==> src/rtl/bip_report_pkg.sv <==
// Shared types and constants for the BIP halt-report block.
package bip_report_pkg;

    typedef enum logic [1:0] {
        RUN    = 2'd0,
        SEND   = 2'd1,
        HALTED = 2'd2
    } state_t;

    localparam int          FRAME_LEN          = 8;
    localparam int          IDX_W              = $clog2(FRAME_LEN);
    localparam logic [7:0]  HEADER_DEFAULT     = 8'hA5;
    localparam logic [4:0]  HLT_OPCODE_DEFAULT = 5'b00000;

    // Increment that sticks at all-ones instead of wrapping.
    function automatic logic [15:0] sat_inc(input logic [15:0] v);
        return (v == 16'hFFFF) ? v : v + 16'd1;
    endfunction

endpackage

==> src/rtl/bip_report_if.sv <==
// Byte-stream handshake towards the UART transmitter.
interface bip_report_if;

    logic [7:0] TX_DATA;
    logic       TX_VALID;
    logic       TX_READY;

    modport master (output TX_DATA, output TX_VALID, input TX_READY);
    modport slave  (input TX_DATA, input TX_VALID, output TX_READY);

endinterface

==> src/rtl/bip_report_frame_mux.sv <==
// Selects one byte of the report frame from the latched snapshot;
// the final byte is the XOR checksum of the seven before it.
module report_frame_mux
    import bip_report_pkg::*;
#(
    parameter logic [7:0] HEADER = HEADER_DEFAULT
) (
    input  logic [10:0]      snap_pc,
    input  logic [15:0]      snap_acc,
    input  logic [15:0]      snap_cyc,
    input  logic [IDX_W-1:0] idx,
    output logic [7:0]       frame_byte
);

    logic [7:0] chk;

    // Checksum over header and payload bytes.
    always_comb begin
        chk = HEADER ^ {5'b0, snap_pc[10:8]} ^ snap_pc[7:0]
            ^ snap_acc[15:8] ^ snap_acc[7:0]
            ^ snap_cyc[15:8] ^ snap_cyc[7:0];
    end

    // Byte select by frame position.
    always_comb begin
        case (idx)
            3'd0:    frame_byte = HEADER;
            3'd1:    frame_byte = {5'b0, snap_pc[10:8]};
            3'd2:    frame_byte = snap_pc[7:0];
            3'd3:    frame_byte = snap_acc[15:8];
            3'd4:    frame_byte = snap_acc[7:0];
            3'd5:    frame_byte = snap_cyc[15:8];
            3'd6:    frame_byte = snap_cyc[7:0];
            default: frame_byte = chk;
        endcase
    end

endmodule

==> src/rtl/bip_report.sv <==
// Watches the CPU for the halt opcode, stalls it, and streams an 8-byte
// report (PC, ACC, cycle count, checksum) to a UART, then waits for START.
module bip_report
    import bip_report_pkg::*;
#(
    parameter logic [4:0] HLT_OPCODE = HLT_OPCODE_DEFAULT,
    parameter logic [7:0] HEADER     = HEADER_DEFAULT
) (
    input  logic         CLK,
    input  logic         RESET,
    input  logic [15:0]  INSTRUCTION,
    input  logic [10:0]  PC,
    input  logic [15:0]  ACC,
    input  logic         START,
    output logic         CPU_EN,
    output logic         DONE,
    bip_report_if.master tx
);

    state_t           state;
    state_t           state_nxt;
    logic [15:0]      cyc_cnt;
    logic [IDX_W-1:0] idx;
    logic [10:0]      snap_pc;
    logic [15:0]      snap_acc;
    logic [15:0]      snap_cyc;
    logic [7:0]       frame_byte;
    logic             is_hlt;
    logic             tx_fire;
    logic             last_byte;
    logic             unused_operand;

    // Only the opcode field matters here; the operand bits are ignored.
    assign unused_operand = ^INSTRUCTION[10:0];

    assign is_hlt    = (INSTRUCTION[15:11] == HLT_OPCODE);
    assign tx_fire   = (state == SEND) && tx.TX_READY;
    assign last_byte = (idx == IDX_W'(FRAME_LEN - 1));

    // State register.
    always_ff @(posedge CLK or negedge RESET) begin
        if (!RESET) state <= RUN;
        else        state <= state_nxt;
    end

    // Next-state: halt starts a frame, the last accepted byte halts, START re-arms.
    always_comb begin
        state_nxt = state;
        case (state)
            RUN:     if (is_hlt)               state_nxt = SEND;
            SEND:    if (tx_fire && last_byte) state_nxt = HALTED;
            HALTED:  if (START)                state_nxt = RUN;
            default:                           state_nxt = RUN;
        endcase
    end

    // Cycle counter, byte index and halt-time snapshot.
    always_ff @(posedge CLK or negedge RESET) begin
        if (!RESET) begin
            cyc_cnt  <= '0;
            idx      <= '0;
            snap_pc  <= '0;
            snap_acc <= '0;
            snap_cyc <= '0;
        end else begin
            case (state)
                RUN: begin
                    cyc_cnt <= sat_inc(cyc_cnt);
                    if (is_hlt) begin
                        snap_pc  <= PC;
                        snap_acc <= ACC;
                        snap_cyc <= sat_inc(cyc_cnt);
                        idx      <= '0;
                    end
                end
                SEND:    if (tx.TX_READY) idx <= idx + IDX_W'(1);
                HALTED:  if (START) cyc_cnt <= '0;
                default: ;
            endcase
        end
    end

    report_frame_mux #(
        .HEADER (HEADER)
    ) u_frame_mux (
        .snap_pc    (snap_pc),
        .snap_acc   (snap_acc),
        .snap_cyc   (snap_cyc),
        .idx        (idx),
        .frame_byte (frame_byte)
    );

    // Outputs decoded from state; the frame byte is only exposed while sending.
    always_comb begin
        CPU_EN      = 1'b1;
        DONE        = 1'b0;
        tx.TX_VALID = 1'b0;
        tx.TX_DATA  = 8'h00;
        case (state)
            SEND: begin
                CPU_EN      = 1'b0;
                tx.TX_VALID = 1'b1;
                tx.TX_DATA  = frame_byte;
            end
            HALTED: begin
                CPU_EN = 1'b0;
                DONE   = 1'b1;
            end
            default: ;
        endcase
    end

endmodule

==> src/flat_wrapper.sv <==
// flat-port wrapper written by rule: the top's interface ports become plain ports
module bip_report_flat import bip_report_pkg::*;
#(
    parameter logic [4:0] HLT_OPCODE = HLT_OPCODE_DEFAULT,
    parameter logic [7:0] HEADER     = HEADER_DEFAULT
)
  (CLK, RESET, INSTRUCTION, PC, ACC, START, CPU_EN, DONE, tx_TX_DATA, tx_TX_VALID, tx_TX_READY);
  bip_report_if tx_i ();
  input  logic CLK;
  input  logic RESET;
  input  logic [15:0] INSTRUCTION;
  input  logic [10:0] PC;
  input  logic [15:0] ACC;
  input  logic START;
  output logic CPU_EN;
  output logic DONE;
  output wire logic [$bits(tx_i.TX_DATA)-1:0] tx_TX_DATA;
  output wire logic [$bits(tx_i.TX_VALID)-1:0] tx_TX_VALID;
  input wire logic [$bits(tx_i.TX_READY)-1:0] tx_TX_READY;
  assign tx_TX_DATA = tx_i.TX_DATA;
  assign tx_TX_VALID = tx_i.TX_VALID;
  assign tx_i.TX_READY = tx_TX_READY;
  bip_report #(.HLT_OPCODE(HLT_OPCODE), .HEADER(HEADER)) u_core (.CLK(CLK), .RESET(RESET), .INSTRUCTION(INSTRUCTION), .PC(PC), .ACC(ACC), .START(START), .CPU_EN(CPU_EN), .DONE(DONE), .tx(tx_i));
endmodule
==> config.mk <==
export PLATFORM = sky130hd
export DESIGN_NAME = bip_report_flat
export DESIGN_NICKNAME = d
export VERILOG_FILES = /design/src/rtl/bip_report_pkg.sv /design/src/rtl/bip_report_if.sv /design/src/rtl/bip_report_frame_mux.sv /design/src/rtl/bip_report.sv /design/src/flat_wrapper.sv
export SDC_FILE = /design/constraint.sdc
export NUM_CORES = 1
export LEC_CHECK = 0
export CORE_MARGIN = 2
export CORE_UTILIZATION = 57
export CTS_BUF_LIST = sky130_fd_sc_hd__clkbuf_8
export CTS_CLUSTER_DIAMETER = 100
export CTS_CLUSTER_SIZE = 16
export DETAILED_ROUTE_END_ITERATION = 16
export PLACE_DENSITY = 0.8
export SLEW_MARGIN = 20
export SYNTH_ARGS = -nofsm -noshare
export SYNTH_HDL_FRONTEND = slang
export SYNTH_SLANG_ARGS = --single-unit
export TNS_END_PERCENT = 1
==> constraint.sdc <==
create_clock -name CLK -period 3.4 [get_ports CLK]
set_input_delay 0.68 -clock CLK [delete_from_list [all_inputs] [get_ports CLK]]
set_output_delay 0.68 -clock CLK [all_outputs]
set_load 0.01 [all_outputs]
==> metrics.yaml <==
status:
  run_status: "complete, no violations"
sta:
  rsz0062_at_grt: "no"
  maxSlewHeadroom: 0.426
  fin_crit_sh: 0.955
  fmax_mhz: 308
  hold_violations: 0
  setup_viol: 0
  drv_slew: 0
  worstMarginPinSlew_ns: 0.854
  setup_tns_ns: 0
  finClkSkew_ns: 0.00769
  min_period_ns: 3.25
floorplanning:
  core_area_sq_um: 6790
  start_util: 0.589
  die_h_um: 87.8
  die_w_um: 87.8
  io_pins: 58
  die_area_sq_um: 7710
  placementRows: 30
pwr:
  seqPwrFrac: 0.346
  p_sw_frac: 0.413
  vdd_drop_max_mv: 0.484
  power.density_nw_per_um2: 904
  switchingPower_mw: 1.74
  internal-power_mw: 2.47
  power_mw: 4.22
  p_clk_frac: 0.150
  power_leakage_nw: 2.02
  combPwrFrac: 0.504
critical_path:
  start_kind: "flip-flop"
  cp_data_required_time_ns: 2.72
  r2r_setup_slack_ns: 1.02
  max_stage_delay_ns: 0.47
  cp-end-kind: "output port"
  r2r_end: "u_core.snap_cyc[1]$_DFFE_PN0P_"
  crit_buf_inv: 2
  crit_top_cell: "a221o_1"
  startpoint: "u_core.idx[1]$_DFFE_PN0P_"
  path_max_fanout: 11
  worstSetupEndpoint: "tx_TX_DATA[0]"
  arrival_ns: 2.57
  r2r-start: "u_core.cyc_cnt[3]$_DFFE_PN0P_"
  r2r_cells: 4
  crit_slowest_cell: "clkdlybuf4s50_1"
  path_cells: "inv_1 > ha_1 > a221o_1 > a221o_1 > a22o_1 > clkdlybuf4s50_1"
  crit_cells: 6
  cp_top_family: "compound AO/OA/AOI/OAI gates"
  path_class: "reg -> out"
drt:
  drt-initial-drc-count: 237
  wl_mm: 9.26
  wl_per_cell_um: 16.0
  vias: 3372
  drcViolationCount: 0
  vias_per_cell: 5.82
  antenna_left: 0
  dr.pass1.iters: 5
global_routing:
  grt_pass1_wl_mm: 15.6
  grt_max_degree: 48
  antenna_found_initial: 0
  grt_pass1_vias: 3196
  grt-ovfl-total: 0
  track_usage: 0.260
synthesis:
  synth_edf_count: 0
  synth.area.top_cells: "dfrtp_1 (40%), nand2_1 (10%), xnor2_1 (7.2%), ha_1 (3.1%), a22o_1 (3.1%)"
  synth_top_family_by_area: "simple AND/OR/NAND/NOR gates"
  yosys.area_share.adder: 0.0313
  syn_nets: 496
  synthCells: 439
  synth_top_area_frac: 0.400
  synth_common_cells: "nand2_1 (108), dfrtp_1 (64), xnor2_1 (33), nor2_1 (22), o21ai_0 (15)"
  synth_simple_gate_area_share: 0.239
  synth_mux_area_frac: 0.0313
  synth_xor_area_frac: 0.0810
  post-synth-top-count-cell: "nand2_1"
  yosysSeqAreaShare: 0.400
  synthFlopType: "dfrtp_1"
  synth_cell_types: 61
  async_flop_share: 1.00
  synth_area_sq_um: 4000
  ys_warn_count: 0
  synth-seq-cells: 64
  synth_compound_gate_area_share: 0.163
  yosysTopAreaCell: "dfrtp_1"
  avgSynthCellArea_sq_um: 9.12
clocking:
  clockBufferDepth: 2
  clkTransAtPathRegs_ns: 0.07
  cts-buffers-inserted: 9
  cts_root_buffer: "clkbuf_8"
  cts_tree: "yes"
  clk_latency_ns: 0.35
  htree_num_levels: 3
  ctsHoldBuffers: 0
  clock-sinks: 64
cells_and_area:
  fillers: 537
  instances_no_fill: 579
  num_antenna_cells: 0
  seq_area_sq_um: 1600
  multi_input_area_sq_um: 2190
  layout-drive-gt1-share: 0.101
  area_growth_pct: 16.5
  fin_nets: 536
placement:
  gp_congestion: 0.930
  dp_hpwl_mm: 6.63
  io_buffer_count: 46
  place_inst: 564
hold_path:
  min_path_type: "in -> async"
job:
  drv_cap: 0
cell type report:
cell class | instances | share of cell area
multi-input combinational | 337 | 0.470
tap | 96 | 0.0258
clock buffer | 10 | 0.0295
clock inverter | 5 | 0.0105
timing repair buffer | 54 | 0.111
inverter | 13 | 0.0105
sequential | 64 | 0.344
cells in the final DEF (no fill, tap or decap), types with 9 or more instances in the layout:
cell / Yosys / layout
nand2_1: 108 / 108
dfrtp_1: 64 / 64
clkdlybuf4s50_1: 0 / 45
xnor2_1: 33 / 33
nor2_1: 22 / 22
o21ai_0: 15 / 15
a22o_1: 14 / 14
inv_1: 12 / 13
clkbuf_8: 0 / 10
a21oi_1: 9 / 9
kinds of logic after synthesis:
family                   Yosys count
AO/OA/AOI/OAI                     88
XOR/XNOR                          37
adder cells (fa/ha/maj)           10
buffers and inverters             38
flip-flops                        64
multiplexers                      12
AND/OR/NAND/NOR                  190
power groups by stage:
stage,Combinational [mW],Sequential (mW),Clock (mW)
2_1_floorplan,1.60,1.34,0
3_3_place_gp,2.01,1.44,0
3_5_place_dp,2.09,1.46,0
4_1_cts,2.11,1.45,0.643
5_1_grt,2.34,1.51,0.679
6_report,2.13,1.46,0.632
timing repair:
item | 4_1_cts | 5_1_grt
resized for setup | 0 | 3
setup buffers | 0 | 0
endpoints found under the setup margin | 0 | 7
stage by stage:
step           utilization  hold WS (ns)  setup slack, ns  area (sq um)
3_5_place_dp         0.658         0.511            0.413          4470
6_report             0.686         0.323            0.152          4660
3_3_place_gp         0.658         0.498            0.459          4470
5_1_grt              0.686         0.360           0.0431          4660
2_1_floorplan            -         0.384            0.714          4000
4_1_cts              0.685         0.332           0.0316          4650
sequential cells by signal, indices dropped and copies added (netlist names):
| register | cells |
|---|---|
| u_core.cyc_cnt | 16 |
| u_core.snap_acc | 16 |
| u_core.snap_cyc | 16 |
| u_core.snap_pc | 11 |
| u_core.idx | 3 |
| u_core.state | 2 |
routing by layer:
layer / track usage / vias to the layer above / routed length [um]
li1: - / 1634 / -
met2: 0.433 / 112 / 4460
met5: 0 / - / 0
met3: 0.0594 / 24 / 505
met4: 0.0881 / 0 / 190
met1: 0.337 / 1602 / 4100
worst min path at each step:
stage	endpoint	from	cells after the start	slack, ns
2_1_floorplan	u_core.cyc_cnt[0]$_DFFE_PN0P_	RESET	0	0.38
3_3_place_gp	u_core.snap_acc[7]$_DFFE_PN0P_	u_core.snap_acc[7]$_DFFE_PN0P_	2	0.50
3_5_place_dp	u_core.snap_acc[10]$_DFFE_PN0P_	u_core.snap_acc[10]$_DFFE_PN0P_	2	0.51
4_1_cts	u_core.snap_pc[10]$_DFFE_PN0P_	RESET	1	0.33
5_1_grt	u_core.snap_pc[4]$_DFFE_PN0P_	RESET	1	0.36
6_report	u_core.snap_pc[10]$_DFFE_PN0P_	RESET	1	0.32
Note: power is estimated with default switching activity, not from simulation.
